--- config.mk ---
export PLATFORM = sky130hd
export DESIGN_NAME = tx_inyector_flat
export DESIGN_NICKNAME = d
export VERILOG_FILES = /design/src/rtl/tx_inyector_if.sv /design/src/rtl/tx_inyector.sv /design/src/flat_wrapper.sv
export SDC_FILE = /design/constraint.sdc
export NUM_CORES = 1
export LEC_CHECK = 0
export ABC_AREA = 1
export ABC_CLOCK_PERIOD_IN_PS = 4300
export BUFFER_PORTS_ARGS = -buffer_cell sky130_fd_sc_hd__buf_2
export CELL_PAD_IN_SITES_DETAIL_PLACEMENT = 0
export CELL_PAD_IN_SITES_GLOBAL_PLACEMENT = 2
export CORE_MARGIN = 2
export CORE_UTILIZATION = 36
export DETAILED_ROUTE_END_ITERATION = 6
export HOLD_SLACK_MARGIN = 0.15
export PLACE_DENSITY = 0.92
export SLEW_MARGIN = 25
export SYNTH_ARGS = -nofsm -noshare
export SYNTH_HDL_FRONTEND = slang
export SYNTH_SLANG_ARGS = --single-unit
--- constraint.sdc ---
create_clock -name clk -period 4.3 [get_ports clk]
set_clock_uncertainty 0.15 [all_clocks]
set_input_delay 0.645 -clock clk [delete_from_list [all_inputs] [get_ports clk]]
set_output_delay 0.645 -clock clk [all_outputs]
set_load 0.01 [all_outputs]
--- src/rtl/tx_inyector_if.sv ---
// Transmit injector bus: upstream stream, four FIFO push lanes, counter read port and status.
interface tx_inyector_if #(
    parameter int DATA_W = 10,
    parameter int CNT_W  = 5
);
    logic              init;
    logic [DATA_W-1:0] data_in;
    logic              valid_in;
    logic              ready_out;
    logic [3:0]        almost_full;
    logic [DATA_W-1:0] fifo0_i;
    logic [DATA_W-1:0] fifo1_i;
    logic [DATA_W-1:0] fifo2_i;
    logic [DATA_W-1:0] fifo3_i;
    logic              push0;
    logic              push1;
    logic              push2;
    logic              push3;
    logic              req;
    logic [1:0]        idx;
    logic [CNT_W-1:0]  count_out;
    logic              count_valid;
    logic              idle_out;
    logic              active_out;

    // Injector side.
    modport slave (
        input  init, data_in, valid_in, almost_full, req, idx,
        output ready_out, fifo0_i, fifo1_i, fifo2_i, fifo3_i,
               push0, push1, push2, push3, count_out, count_valid,
               idle_out, active_out
    );

    // Upstream / FIFO side.
    modport master (
        output init, data_in, valid_in, almost_full, req, idx,
        input  ready_out, fifo0_i, fifo1_i, fifo2_i, fifo3_i,
               push0, push1, push2, push3, count_out, count_valid,
               idle_out, active_out
    );
endinterface

--- src/rtl/tx_inyector.sv ---
// Transmit-side packet injector: routes a single upstream word stream to four FIFO push
// lanes by destination bits, through a one-entry holding register, honouring per-lane
// almost-full back-pressure, and keeps per-lane sent-word counters.
//
// state     | meaning
// ----------+-----------------------------------------------------------
// ST_RESET  | just left reset; outputs cleared, nothing accepted
// ST_INIT   | init sequence; counters held at 0, no accepts, no pushes
// ST_IDLE   | running, holding register empty, no traffic offered
// ST_ACTIVE | running, word held and/or words being offered
module tx_inyector #(
    parameter int DATA_W = 10,
    parameter int CNT_W  = 5
) (
    input  logic          clk,
    input  logic          reset,
    tx_inyector_if.slave  bus
);

    typedef enum logic [1:0] {
        ST_RESET  = 2'd0,
        ST_INIT   = 2'd1,
        ST_IDLE   = 2'd2,
        ST_ACTIVE = 2'd3
    } state_t;

    state_t            r_state;
    state_t            w_state_nxt;

    logic [DATA_W-1:0] r_hold_data;
    logic [1:0]        r_hold_dest;
    logic              r_hold_valid;

    logic [DATA_W-1:0] r_fifo [4];
    logic [3:0]        r_push;
    logic [CNT_W-1:0]  r_cnt  [4];
    logic [CNT_W-1:0]  r_count_out;
    logic              r_count_valid;
    logic              r_idle;
    logic              r_active;

    logic              w_run;
    logic              w_ready;
    logic              w_accept;
    logic              w_drain;
    logic              w_hold_valid_nxt;

    // Handshake decode and next-state selection.
    always_comb begin
        w_run            = ((r_state == ST_IDLE) || (r_state == ST_ACTIVE)) && !bus.init;
        w_ready          = w_run && (!r_hold_valid || !bus.almost_full[r_hold_dest]);
        w_accept         = bus.valid_in && w_ready;
        w_drain          = w_run && r_hold_valid && !bus.almost_full[r_hold_dest];
        // Leaving the running states (init) discards the held word.
        w_hold_valid_nxt = w_accept || (w_run && r_hold_valid && !w_drain);

        w_state_nxt = r_state;
        if ((r_state != ST_RESET) && bus.init) begin
            w_state_nxt = ST_INIT;
        end else begin
            case (r_state)
                ST_RESET:  w_state_nxt = ST_INIT;
                ST_INIT:   w_state_nxt = ST_IDLE;
                ST_IDLE:   if (bus.valid_in) w_state_nxt = ST_ACTIVE;
                ST_ACTIVE: if (!w_hold_valid_nxt && !bus.valid_in) w_state_nxt = ST_IDLE;
                default:   w_state_nxt = ST_RESET;
            endcase
        end
    end

    // FSM state register with registered status decodes of the next state.
    always_ff @(posedge clk) begin
        if (reset) begin
            r_state  <= ST_RESET;
            r_idle   <= 1'b0;
            r_active <= 1'b0;
        end else begin
            r_state  <= w_state_nxt;
            r_idle   <= (w_state_nxt == ST_IDLE);
            r_active <= (w_state_nxt == ST_ACTIVE);
        end
    end

    // Holding register and push lanes; a drain and an accept on the same edge keep full rate.
    always_ff @(posedge clk) begin
        if (reset) begin
            r_hold_data  <= '0;
            r_hold_dest  <= '0;
            r_hold_valid <= 1'b0;
            r_push       <= '0;
            for (int n = 0; n < 4; n++) r_fifo[n] <= '0;
        end else begin
            r_hold_valid <= w_hold_valid_nxt;
            if (w_accept) begin
                r_hold_data <= bus.data_in;
                r_hold_dest <= bus.data_in[DATA_W-1 -: 2];
            end
            r_push <= '0;
            if (w_drain) begin
                r_push[r_hold_dest] <= 1'b1;
                r_fifo[r_hold_dest] <= r_hold_data;
            end
        end
    end

    // Per-lane sent counters and the counter read port; reads see the pre-increment value.
    always_ff @(posedge clk) begin
        if (reset) begin
            for (int n = 0; n < 4; n++) r_cnt[n] <= '0;
            r_count_out   <= '0;
            r_count_valid <= 1'b0;
        end else begin
            if (bus.init || (r_state == ST_RESET) || (r_state == ST_INIT)) begin
                for (int n = 0; n < 4; n++) r_cnt[n] <= '0;
            end else if (w_drain) begin
                r_cnt[r_hold_dest] <= r_cnt[r_hold_dest] + 1'b1;
            end

            if (bus.req && (r_state != ST_RESET)) begin
                r_count_out   <= r_cnt[bus.idx];
                r_count_valid <= 1'b1;
            end else begin
                r_count_valid <= 1'b0;
            end
        end
    end

    assign bus.ready_out   = w_ready;
    assign bus.fifo0_i     = r_fifo[0];
    assign bus.fifo1_i     = r_fifo[1];
    assign bus.fifo2_i     = r_fifo[2];
    assign bus.fifo3_i     = r_fifo[3];
    assign bus.push0       = r_push[0];
    assign bus.push1       = r_push[1];
    assign bus.push2       = r_push[2];
    assign bus.push3       = r_push[3];
    assign bus.count_out   = r_count_out;
    assign bus.count_valid = r_count_valid;
    assign bus.idle_out    = r_idle;
    assign bus.active_out  = r_active;

endmodule

--- src/flat_wrapper.sv ---
// flat-port wrapper written by rule: the top's interface ports become plain ports
module tx_inyector_flat 
#(
    parameter int DATA_W = 10,
    parameter int CNT_W  = 5
)
  (clk, reset, bus_init, bus_data_in, bus_valid_in, bus_almost_full, bus_req, bus_idx, bus_ready_out, bus_fifo0_i, bus_fifo1_i, bus_fifo2_i, bus_fifo3_i, bus_push0, bus_push1, bus_push2, bus_push3, bus_count_out, bus_count_valid, bus_idle_out, bus_active_out);
  tx_inyector_if #(.DATA_W(DATA_W), .CNT_W(CNT_W)) bus_i ();
  input  logic clk;
  input  logic reset;
  input wire logic [$bits(bus_i.init)-1:0] bus_init;
  input wire logic [$bits(bus_i.data_in)-1:0] bus_data_in;
  input wire logic [$bits(bus_i.valid_in)-1:0] bus_valid_in;
  input wire logic [$bits(bus_i.almost_full)-1:0] bus_almost_full;
  input wire logic [$bits(bus_i.req)-1:0] bus_req;
  input wire logic [$bits(bus_i.idx)-1:0] bus_idx;
  output wire logic [$bits(bus_i.ready_out)-1:0] bus_ready_out;
  output wire logic [$bits(bus_i.fifo0_i)-1:0] bus_fifo0_i;
  output wire logic [$bits(bus_i.fifo1_i)-1:0] bus_fifo1_i;
  output wire logic [$bits(bus_i.fifo2_i)-1:0] bus_fifo2_i;
  output wire logic [$bits(bus_i.fifo3_i)-1:0] bus_fifo3_i;
  output wire logic [$bits(bus_i.push0)-1:0] bus_push0;
  output wire logic [$bits(bus_i.push1)-1:0] bus_push1;
  output wire logic [$bits(bus_i.push2)-1:0] bus_push2;
  output wire logic [$bits(bus_i.push3)-1:0] bus_push3;
  output wire logic [$bits(bus_i.count_out)-1:0] bus_count_out;
  output wire logic [$bits(bus_i.count_valid)-1:0] bus_count_valid;
  output wire logic [$bits(bus_i.idle_out)-1:0] bus_idle_out;
  output wire logic [$bits(bus_i.active_out)-1:0] bus_active_out;
  assign bus_i.init = bus_init;
  assign bus_i.data_in = bus_data_in;
  assign bus_i.valid_in = bus_valid_in;
  assign bus_i.almost_full = bus_almost_full;
  assign bus_i.req = bus_req;
  assign bus_i.idx = bus_idx;
  assign bus_ready_out = bus_i.ready_out;
  assign bus_fifo0_i = bus_i.fifo0_i;
  assign bus_fifo1_i = bus_i.fifo1_i;
  assign bus_fifo2_i = bus_i.fifo2_i;
  assign bus_fifo3_i = bus_i.fifo3_i;
  assign bus_push0 = bus_i.push0;
  assign bus_push1 = bus_i.push1;
  assign bus_push2 = bus_i.push2;
  assign bus_push3 = bus_i.push3;
  assign bus_count_out = bus_i.count_out;
  assign bus_count_valid = bus_i.count_valid;
  assign bus_idle_out = bus_i.idle_out;
  assign bus_active_out = bus_i.active_out;
  tx_inyector #(.DATA_W(DATA_W), .CNT_W(CNT_W)) u_core (.clk(clk), .reset(reset), .bus(bus_i));
endmodule
==> implementation parameters, run 1 <==
Parameter                              Value

Setup path
  Type of the worst setup path ... reg -> reg
  Critical Path RT ... 4.15 ns
  Crit-path max FO ... 11
  Arrival @ worst endpoint ... 2.48 ns
  Critical Path Start Type ... register
  Crit path max-delay family ... simple AND/OR/NAND/NOR gates
  CP endpoint kind ... register
  Crit path max-delay cell type ... sky130_fd_sc_hd__nor2_2
  CP Buf/Inv Count ... 2
  Critical-path cell list ... nand2_1 > nor2_1 > nand3_1 > nor2_2 > inv_1 > nor2_4 > inv_1 > nand2_1
  Delay of the slowest cell on the worst path ... 0.43 ns

Place
  Port bufs ... 73
  Area of placed instances ... approximately 0.004 mm^2
  Detailed placer's ending HPWL ... about 6000 um
  Weighted congestion reported at the end of routability-driven placement ... 0.803

Floorplanning
  Starting Density ... 36.9%
  Overall die width ... 104 um
  Boundary Pins ... 74
  Die area ... between 0.01 and 0.015 mm^2
  Die outline height ... around 100 um
  Placement Rows ... 36
  Area of the core ... 0.00977 mm^2

Final layout
  Fin nets ... around 470
  Multi-input gate area ... 0.00101 mm^2
  Area used by sequential logic in the layout ... approximately 0.0023 mm^2
  Layout cells sized above 1 ... 22.1%
  Ant diodes ... 0
  Fill cells ... a little under 1k
  Finished Cell Area ... approximately 0.0043 mm^2
  Synthesis-to-layout area growth ... 18.3%

Synthesis
  Post-Synthesis Mean Instance Area ... 9.68 um^2
  Synth cell types ... 24
  Cell type with the largest total area after synthesis ... sky130_fd_sc_hd__edfxtp_1
  Post-synthesis instance total ... 373
  Commonest cells in the synthesized netlist ... sky130_fd_sc_hd__nand2_1 (83), sky130_fd_sc_hd__nor2_1 (75), sky130_fd_sc_hd__edfxtp_1 (60)
  Sequential cell area fraction in the yosys report ... 64.9%
  Register bit total from synthesis ... 87
  Count of flip-flops with a built-in enable after synthesis ... 60
  Cell with the most instances after synthesis ... sky130_fd_sc_hd__nand2_1
  Top cells by area, synth ... sky130_fd_sc_hd__edfxtp_1 (50%), sky130_fd_sc_hd__dfxtp_1 (15%), sky130_fd_sc_hd__nand2_1 (8.6%)
  Area share of the largest cell type after synthesis ... 49.9%
  Async set-reset flop share out of synthesis ... 0%
  Most used flip-flop cell after synthesis ... sky130_fd_sc_hd__edfxtp_1
  Synthesis warning total ... 0
  Netlist area before placement ... roughly 0.0036 mm^2

Clock network
  Htree depth ... 3
  CTS tree ... yes
  # hold bufs at CTS ... 0
  Clock Pin Slew Worst Setup and Hold Paths ... 0.09 ns
  Num CTS Buffers ... 9
  Post-CTS setup buffer count ... 0
  Post-CTS Resized ... 0
  Clock root cell ... sky130_fd_sc_hd__clkbuf_8
  Buffer levels on the longest clock path ... 2
  TritonCTS sink count ... 87
  Clock Latency Late Sink ... 0.34 ns

Global route
  First-pass GRT wire length ... approximately 13000 um
  Pin count of the biggest net entering global routing ... 22
  Global-route usage over all layers ... between 10% and 20%
  Initial antenna violation count ... 0
  Global-route congestion overflow total ... 0
  Vias in the first global route ... 2634

Timing
  Fmax ... 380 MHz
  Max Slew Vio Count ... 0
  Slew at the pin with the worst max-slew slack ... around 0.8 ns
  Final critical delay including setup and external delays ... 2.63 ns
  Fin Setup TNS ... 0 ns
  Unrepaired setup endpoints after global routing ... false
  Max-Slew Margin vs Limit ... 45.2%
  Final number of setup-violating endpoints ... 0
  Tcrit/Tclk final ... 61.3%
  Endpoints failing hold ... 0

Detailed routing
  Count of unresolved DRC violations after routing ... 0
  Number of violations reported at the end of detailed-routing iteration 0 ... 126
  Detailed-route via count ... 2614
  WL final ... slightly below 8000 um
  Routed wire per std cell ... 13.5 um
  DRT antenna net count ... 0
  Average vias per placed instance ... 4.44
  First drt pass iteration count ... 5

Pwr
  Total power per unit cell area ... 362 mW/mm^2
  Cell leakage power ... slightly below 2 nW
  Highest ir drop seen on vdd ... 0.165 mV

Worst hold path
  Kind of path behind the tightest hold check ... in -> reg

Run
  Total of max-cap violations ... 0

Run status
  Status ... completed
[logic make-up (layout without fill, tap and decap cells)]
| kind of cell | count (synthesis) | after routing | share of synthesized area (%) |
|---|---|---|---|
| AO/OA/AOI/OAI | 38 | 38 | 5.58 |
| XOR/XNOR | 1 | 1 | 0.243 |
| adder cells (fa/ha/maj) | 1 | 1 | 0.347 |
| buffers and inverters | 63 | 143 | 7.31 |
| flip-flops | 87 | 87 | 64.9 |
| other | 1 | 4 | 0.104 |
| AND/OR/NAND/NOR | 182 | 182 | 21.5 |
[path summary, 6_finish.rpt]
| kind | from | to | slack [ns] | cells after the start |
|---|---|---|---|---|
| worst min register to register | u_core.r_state[1]$_SDFF_PP0_ | u_core.bus.active_out$_SDFF_PP0_ | 0.38 | 2 |
| worst min-delay path | bus_data_in[1] | u_core.r_hold_data[1]$_SDFFE_PP0P_ | 0.36 | 3 |
| worst max register to register | u_core.r_state[1]$_SDFF_PP0_ | u_core.r_fifo[1][2]$_SDFFCE_PN0P_ | 1.67 | 8 |
| worst max-delay path | u_core.r_state[1]$_SDFF_PP0_ | u_core.r_fifo[1][2]$_SDFFCE_PN0P_ | 1.67 | 8 |
[report_power, final]
part           leakage (nW)  internal (W)  switching [W]   total, W
combinational          1.01     0.0000338      0.0000654  0.0000992
clock                0.0824      0.000214       0.000302   0.000517
sequential            0.874      0.000916      0.0000126   0.000929
total                  1.97       0.00116       0.000380    0.00154
[per-stage QoR]
stage / std cells / hold slack [ns] / util (%) / total power [W] / worst slack [ns]
CTS: 589 / 0.348 / 43.7 / 0.00156 / 1.64
global route: 589 / 0.350 / 43.7 / 0.00161 / 1.45
floorplan: 376 / 0.321 / - / 0.00100 / 2.04
global placement: 573 / 0.359 / 41.9 / 0.00105 / 1.37
finish: 589 / 0.363 / 43.7 / 0.00154 / 1.67
detailed placement: 573 / 0.360 / 41.9 / 0.00105 / 1.29
[state kept, by name, summed over array words and instances (netlist names), named ones only]
signal                  cells
u_core.r_fifo              40
u_core.r_cnt               20
u_core.r_hold_data          8
u_core.bus.count_out        5
u_core.r_push               4
u_core.r_hold_dest          2
u_core.r_state              2
u_core.bus.active_out       1
u_core.bus.count_valid      1
u_core.bus.idle_out         1
u_core.r_hold_valid         1
[cell usage in the layout (no fill, tap or decap), types with 2 or more instances in the layout]
cell type                    synthesis  layout
sky130_fd_sc_hd__nand2_1            83      83
sky130_fd_sc_hd__nor2_1             75      75
sky130_fd_sc_hd__buf_2               3      73
sky130_fd_sc_hd__edfxtp_1           60      60
sky130_fd_sc_hd__inv_1              52      52
sky130_fd_sc_hd__dfxtp_1            27      27
sky130_fd_sc_hd__o21ai_0            17      16
sky130_fd_sc_hd__a21oi_1            15      15
sky130_fd_sc_hd__nand3_1            12      12
sky130_fd_sc_hd__clkbuf_8            0       9
sky130_fd_sc_hd__nor2_4              8       8
sky130_fd_sc_hd__conb_1              1       4
sky130_fd_sc_hd__o22ai_1             3       3
sky130_fd_sc_hd__o211ai_1            3       3
sky130_fd_sc_hd__clkinv_4            0       2
sky130_fd_sc_hd__inv_6               0       2
sky130_fd_sc_hd__clkinvlp_4          0       2
[worst reg2reg max path: cells and delay by family, from the launching register on]
kind / cells / cell delay (ns)
simple gates: 6 / 1.39
flops: 1 / 0.41
buf+inv: 2 / 0.32
[final cells by class]
| class | count | share of cell area (%) |
|---|---|---|
| clock inverter | 7 | 1.29 |
| clock buffer | 9 | 2.90 |
| inverter | 54 | 4.75 |
| sequential | 87 | 54.8 |
| tap | 133 | 3.90 |
| timing repair buffer | 73 | 8.56 |
| multi-input combinational | 226 | 23.8 |
[routing by layer]
| layer | routed length, um | GRT usage, % | up-vias |
|---|---|---|---|
| met3 | 339 | 3.38 | 12 |
| met5 | 0 | 0 | - |
| met2 | 3960 | 27.1 | 64 |
| met4 | 164 | 5.79 | 0 |
| li1 | - | - | 1335 |
| met1 | 3470 | 18.9 | 1203 |
Power figures use the tool's default switching activity.
==> inputs of run 2 (changes only) <==
ABC_AREA = 0   (was 1)
ABC_CLOCK_PERIOD_IN_PS = 2300   (was 4300)
CORE_UTILIZATION = 33   (was 36)
PLACE_DENSITY = 0.83   (was 0.92)
clock period = 2.3 ns   (was 4.3 ns; I/O delays follow)
==> implementation parameters, run 2 <==
Parameter                              Value

Setup path
  CP endpoint kind ... output pin
  RR Startpoint ... u_core.r_state[1]$_SDFF_PP0_
  Critical Path Start Type ... register
  Arrival @ worst endpoint ... approximately 1.7 ns
  FF-to-FF setup slack ... 0.16 ns
  Type of the worst setup path ... reg -> out
  Critical Path RT ... 1.80 ns
  Crit-path max FO ... 3
  Number of cell instances on the worst register-to-register path ... 5
  Crit Reg-Reg Endpoint ... u_core.r_fifo[2][8]$_SDFFCE_PN0P_

Floorplanning
  Starting Density ... about 34%
  Placement Rows ... 37
  Overall die width ... 108 um
  Die outline height ... 108 um
  Boundary Pins ... between 70 and 80
  Area of the core ... 0.0104 mm^2
  Die area ... 0.0116 mm^2

Timing
  Max-Slew Margin vs Limit ... a little over two fifths
  Fin Setup TNS ... 0 ns
  Endpoints failing hold ... 0
  Final number of setup-violating endpoints ... 0
  Fmax ... ~460 MHz
  Max Slew Vio Count ... 0
  Unrepaired setup endpoints after global routing ... false
  Final critical delay including setup and external delays ... 2.17 ns
  Tcrit/Tclk final ... 94.6%
  Slew at the pin with the worst max-slew slack ... 0.845 ns

Pwr
  Net Sw Frac ... 20.1%
  Clk network pwr share ... between 30% and 40%
  Switch Pwr ... 0.000633 W
  Seq pwr share ... around 55%
  Internal power summed over all cells ... about 0.0025 W
  Highest ir drop seen on vdd ... 0.318 mV
  Combinational share of power ... approximately 5.6%
  Total power per unit cell area ... 695 mW/mm^2
  Cell leakage power ... 1.90 nW

Final layout
  Synthesis-to-layout area growth ... 27.5%
  Ant diodes ... 0
  Layout cells sized above 1 ... 33.4%
  Fill cells ... 996
  Finished Cell Area ... 0.00452 mm^2
  Reg with most FFs ... u_core.r_fifo
  Max reg flops ... 40
  Most frequent standard cell in the layout excluding fill and tap cells ... sky130_fd_sc_hd__buf_2
  Registers with the highest flip-flop counts ... u_core.r_fifo x40, u_core.r_cnt x20, u_core.r_hold_data x8
  Top library cells by usage in the layout, fill and taps aside ... sky130_fd_sc_hd__buf_2 (73), sky130_fd_sc_hd__edfxtp_1 (60), sky130_fd_sc_hd__and2_1 (39)
  Fin nets ... 379

Synthesis
  Synth Area in Simple Gates ... 17.9%
  Adder-Cell Fraction of Synth Area ... 0.352%
  Most used flip-flop cell after synthesis ... sky130_fd_sc_hd__edfxtp_1
  Mux share of post-synthesis cell area ... 11.5%
  Cell type with the largest total area after synthesis ... sky130_fd_sc_hd__edfxtp_1
  Post-synthesis instance total ... 254
  Compound-cell area share of the yosys netlist ... under 10%
  Sequential cell area fraction in the yosys report ... 66.0%
  Cell with the most instances after synthesis ... sky130_fd_sc_hd__edfxtp_1
  Netlist area before placement ... 0.00355 mm^2
  Register bit total from synthesis ... 87
  Async set-reset flop share out of synthesis ... 0%
  Commonest cells in the synthesized netlist ... sky130_fd_sc_hd__edfxtp_1 (60), sky130_fd_sc_hd__and2_1 (39), sky130_fd_sc_hd__nor2_1 (28)
  Xor/xnor share of the synthesized area ... 0.740%
  Combinational family with the most area after synthesis ... simple AND/OR/NAND/NOR gates
  Post-Synthesis Mean Instance Area ... 14.0 um^2
  Synthesis warning total ... 0
  Synth cell types ... 37
  Top cells by area, synth ... sky130_fd_sc_hd__edfxtp_1 (51%), sky130_fd_sc_hd__dfxtp_1 (15%), sky130_fd_sc_hd__mux4_2 (7.0%)
  Count of flip-flops with a built-in enable after synthesis ... 60
  Area share of the largest cell type after synthesis ... 50.8%

Place
  Port bufs ... 73
  Area of placed instances ... 0.00420 mm^2
  Detailed placer's ending HPWL ... about 5500 um
  Weighted congestion reported at the end of routability-driven placement ... 0.796

Worst hold path
  Number of stages on the worst hold path ... 3
  Hold Path Sink ... u_core.r_hold_dest[1]$_SDFFE_PP0P_
  Kind of path behind the tightest hold check ... in -> reg
  Startpoint of the worst hold path ... bus_data_in[9]

Clock network
  CTS tree ... yes
  Htree depth ... 3
  Clock Pin Slew Worst Setup and Hold Paths ... 0.08 ns
  Num CTS Buffers ... 9
  Post-CTS Resized ... 0
  Clock Latency Late Sink ... 0.34 ns
  Buffer levels on the longest clock path ... 2
  # hold bufs at CTS ... 9
  Post-CTS setup buffer count ... 0
  TritonCTS sink count ... 87
  Clock root cell ... sky130_fd_sc_hd__clkbuf_8

Detailed routing
  First drt pass iteration count ... 4
  DRT antenna net count ... 0
  Count of unresolved DRC violations after routing ... 0
  Detailed-route via count ... 2186
  Average vias per placed instance ... 4.39
  WL final ... about 7300 um
  Routed wire per std cell ... 14.6 um
  Number of violations reported at the end of detailed-routing iteration 0 ... 62

Global route
  First-pass GRT wire length ... ~11000 um
  Pin count of the biggest net entering global routing ... 35
  Vias in the first global route ... 2246
  Global-route congestion overflow total ... 0
  Initial antenna violation count ... 0
  Global-route usage over all layers ... 13.0%

Run
  Total of max-cap violations ... 0

Run status
  Status ... completed
-- run 2: cell count changes in the layout (fill, tap and decap cells not counted), sizes merged, moves of 9 or more --
cell,delta
a21oi,-14
and2,+39
buf,+17
dlygate4sd3,+9
inv,-48
mux2i,+16
mux4,+11
nand2,-78
nand2b,+24
nand3,-11
nor2,-56
o21ai,-16
-- run 2: cell families after synthesis --
group	Yosys count
AND/OR/NAND/NOR	111
other	1
flip-flops	87
adder cells (fa/ha/maj)	1
multiplexers	27
buffers and inverters	17
XOR/XNOR	3
AO/OA/AOI/OAI	7
-- run 2: power groups by stage --
stage | Sequential [W] | Combinational [W] | Clock [W]
2_1_floorplan | 0.00177 | 0.0000698 | 0
5_1_grt | 0.00173 | 0.000193 | 0.00134
3_5_place_dp | 0.00176 | 0.000170 | 0
4_1_cts | 0.00172 | 0.000181 | 0.00127
6_report | 0.00172 | 0.000177 | 0.00125
3_3_place_gp | 0.00176 | 0.000168 | 0
-- run 2: how the worst max path moves through the flow --
stage                                                   from                                end  cells past startpoint
after floorplan                                        reset  u_core.r_fifo[2][0]$_SDFFCE_PN0P_                      5
after global placement                              bus_init  u_core.r_fifo[2][8]$_SDFFCE_PN0P_                      6
after detailed placement                            bus_init  u_core.r_fifo[2][7]$_SDFFCE_PN0P_                      6
after CTS                 u_core.r_hold_dest[0]$_SDFFE_PP0P_                      bus_ready_out                      4
after global routing      u_core.r_hold_dest[0]$_SDFFE_PP0P_                      bus_ready_out                      4
final                     u_core.r_hold_dest[0]$_SDFFE_PP0P_                      bus_ready_out                      4
-- run 2: metal layers --
metal	GRT usage [%]	wire length, um	vias to the layer above
met5	0	0	-
met4	4.12	64	0
met3	3.45	475	4
met2	21.1	3560	60
met1	17.0	3160	1031
li1	-	-	1091
-- run 2: area by class of cell --
type / count / area (um^2) / area share (%)
Inverter: 7 / 27.5 / 0.608
Timing Repair Buffer: 99 / 596 / 13.2
Sequential cell: 87 / 2340 / 51.8
Tap cell: 136 / 170 / 3.76
Multi-Input combinational cell: 153 / 1150 / 25.5
Clock buffer: 10 / 128 / 2.82
Clock inverter: 6 / 108 / 2.38
-- run 2: worst max-delay path, stage by stage (launching register included) --
cell and delay [ns]:
sky130_fd_sc_hd__dfxtp_1 0.36, sky130_fd_sc_hd__mux4_2 0.54, sky130_fd_sc_hd__and2_1 0.22, sky130_fd_sc_hd__nor2_1 0.09, sky130_fd_sc_hd__buf_2 0.14
-- run 2: stage by stage --
step | worst slack (ns) | hold WS [ns] | util (%) | std cells | total power (W)
2_1_floorplan | 0.0397 | 0.288 | - | 257 | 0.00184
3_3_place_gp | 0.0728 | 0.329 | 40.5 | 473 | 0.00193
3_5_place_dp | 0.0616 | 0.347 | 40.5 | 473 | 0.00193
4_1_cts | 0.0849 | 0.155 | 43.6 | 498 | 0.00317
5_1_grt | 0.0346 | 0.166 | 43.6 | 498 | 0.00325
6_report | 0.125 | 0.170 | 43.6 | 498 | 0.00314
==> inputs of run 3 (changes only) <==
CORE_ASPECT_RATIO = 0.6   (was default)
CORE_MARGIN = 3   (was 2)
==> implementation parameters, run 3 (same netlist as run 2, synthesis figures left out) <==
Parameter                              Value

Final layout
  Most frequent standard cell in the layout excluding fill and tap cells ... sky130_fd_sc_hd__buf_2
  Ant diodes ... 0
  Layout cells sized above 1 ... around a third
  Registers with the highest flip-flop counts ... u_core.r_fifo x40, u_core.r_cnt x20, u_core.r_hold_data x8
  Multi-input gate area ... 0.00115 mm^2
  Synthesis-to-layout area growth ... 30.7%
  Reg with most FFs ... u_core.r_fifo
  Fin nets ... about 380
  Fraction of the core area covered by cells at the end of the flow ... a little under half
  Top library cells by usage in the layout, fill and taps aside ... sky130_fd_sc_hd__buf_2 (73), sky130_fd_sc_hd__edfxtp_1 (60), sky130_fd_sc_hd__and2_1 (39)
  Area used by sequential logic in the layout ... 0.00234 mm^2
  Finished Cell Area ... 0.00464 mm^2
  Max reg flops ... 40
  Layout Cells excl Fill ... between 400 and 500
  Fill cells ... just over 900

Floorplanning
  Boundary Pins ... 74
  Overall die width ... between 100 and 150 um
  Area of the core ... slightly above 0.01 mm^2
  Die area ... 0.0121 mm^2
  Starting Density ... 34.9%
  Die outline height ... about 86 um
  Placement Rows ... 28

Pwr
  Internal power summed over all cells ... ~0.0026 W
  Highest ir drop seen on vdd ... roughly 0.34 mV
  Combinational share of power ... 5.7%
  Net Sw Frac ... 20.7%
  Cell leakage power ... 1.94 nW
  Total power per unit cell area ... 718 mW/mm^2
  Switch Pwr ... 0.000689 W
  Seq pwr share ... about half
  Clk network pwr share ... between 40% and 50%

Worst hold path
  Kind of path behind the tightest hold check ... in -> reg
  Startpoint of the worst hold path ... bus_data_in[8]
  Number of stages on the worst hold path ... 3
  Hold Path Sink ... u_core.r_hold_dest[0]$_SDFFE_PP0P_

Setup path
  Arrival @ worst endpoint ... 1.70 ns
  FF-to-FF setup slack ... 0.13 ns
  CP endpoint kind ... output pin
  Type of the worst setup path ... reg -> out
  Critical Path RT ... 1.80 ns
  Crit-path max FO ... 3
  Crit Reg-Reg Endpoint ... u_core.r_cnt[2][3]$_SDFFCE_PN0P_
  Number of cell instances on the worst register-to-register path ... 5
  Critical Path Start Type ... register

Place
  Area of placed instances ... around 0.0042 mm^2
  Weighted congestion reported at the end of routability-driven placement ... 0.847
  Number of placed cells counting well taps ... 473
  Detailed placer's ending HPWL ... 6290 um
  Port bufs ... 73
  Worst slack at placement ... between 0.08 and 0.09 ns

Detailed routing
  First drt pass iteration count ... 4
  Routed wire per std cell ... 16.1 um
  DRT antenna net count ... 0
  WL final ... 8020 um
  Number of violations reported at the end of detailed-routing iteration 0 ... 144
  Average vias per placed instance ... approximately 4.5
  Detailed-route via count ... 2261
  Count of unresolved DRC violations after routing ... 0

Timing
  Tcrit/Tclk final ... 95.6%
  Fmax ... roughly 450 MHz
  Max-Slew Margin vs Limit ... 44.8%
  Endpoints failing hold ... 0
  Slew at the pin with the worst max-slew slack ... 0.826 ns
  Final number of setup-violating endpoints ... 0
  Unrepaired setup endpoints after global routing ... false
  Max Slew Vio Count ... 0
  Final critical delay including setup and external delays ... 2.20 ns
  Slack of the critical path ... 0.102 ns
  Fin Setup TNS ... 0 ns

Clock network
  Clock root cell ... sky130_fd_sc_hd__clkbuf_16
  CTS tree ... yes
  Clock Pin Slew Worst Setup and Hold Paths ... 0.06 ns
  Buffer levels on the longest clock path ... 2
  TritonCTS sink count ... 87
  Htree depth ... 3
  Num CTS Buffers ... 9
  Clock Latency Late Sink ... 0.33 ns

Run status
  Status ... completed

Global route
  Pin count of the biggest net entering global routing ... 25
  Global-route usage over all layers ... 14.1%
  Global-route congestion overflow total ... 0
  Initial antenna violation count ... 0
  Vias in the first global route ... 2194
  First-pass GRT wire length ... 12600 um

Run
  Total of max-cap violations ... 0
-- run 3: worst max-delay path, cell delays in order, from the launching register on --
cell,delay [ns]
sky130_fd_sc_hd__dfxtp_1,0.35
sky130_fd_sc_hd__mux4_2,0.57
sky130_fd_sc_hd__and2_1,0.22
sky130_fd_sc_hd__nor2_1,0.09
sky130_fd_sc_hd__buf_2,0.15
-- run 3: area by class of cell --
| type | instances | share of cell area, % |
|---|---|---|
| Sequential cell | 87 | 50.5 |
| Multi-Input combinational cell | 153 | 24.9 |
| Timing Repair Buffer | 101 | 14.0 |
| Tap cell | 135 | 3.64 |
| Inverter | 7 | 0.593 |
| Clock inverter | 7 | 1.54 |
| Clock buffer | 9 | 4.85 |
-- run 3: layer usage --
layer / up-vias / track usage (%) / wire, um
met2: 105 / 17.5 / 3080
met5: - / 0 / 0
met3: 2 / 4.19 / 1050
met1: 1054 / 22.4 / 3850
li1: 1100 / - / -
met4: 0 / 5.28 / 41
-- run 3: how the worst max path moves through the flow --
| stage | from | endpoint | slack (ns) | cells past startpoint |
|---|---|---|---|---|
| final | u_core.r_hold_dest[0]$_SDFFE_PP0P_ | bus_ready_out | 0.10 | 4 |
| after global routing | register | u_core.r_cnt[1][3]$_SDFFCE_PN0P_ | 0.005 | 5 |
| after CTS | u_core.r_hold_dest[0]$_SDFFE_PP0P_ | bus_ready_out | 0.07 | 4 |
| after detailed placement | bus_init | u_core.r_fifo[2][8]$_SDFFCE_PN0P_ | 0.08 | 6 |
| after global placement | register | u_core.r_cnt[2][3]$_SDFFCE_PN0P_ | 0.11 | 5 |
| after floorplan | reset | u_core.r_fifo[2][0]$_SDFFCE_PN0P_ | 0.04 | 5 |
-- run 3: per-stage QoR --
step	power (W)	hold slack, ns
after floorplan	0.00184	0.288
after global placement	0.00194	0.324
after detailed placement	0.00194	0.337
after CTS	0.00338	0.163
after global routing	0.00345	0.196
final	0.00333	0.176
-- run 3: power by group through the flow --
| stage | logic [W] | clock network (W) | registers, W |
|---|---|---|---|
| floorplan | 0.0000698 | 0 | 0.00177 |
| global placement | 0.000176 | 0 | 0.00176 |
| detailed placement | 0.000178 | 0 | 0.00176 |
| CTS | 0.000191 | 0.00146 | 0.00173 |
| global route | 0.000205 | 0.00152 | 0.00173 |
| finish | 0.000189 | 0.00141 | 0.00173 |
-- run 3: what timing repair did --
item                       CTS  global route
setup buffers                0             0
hold endpoints to repair    11             0
setup endpoints to repair    0             0
resized for setup            0             0
hold buffers                10             0
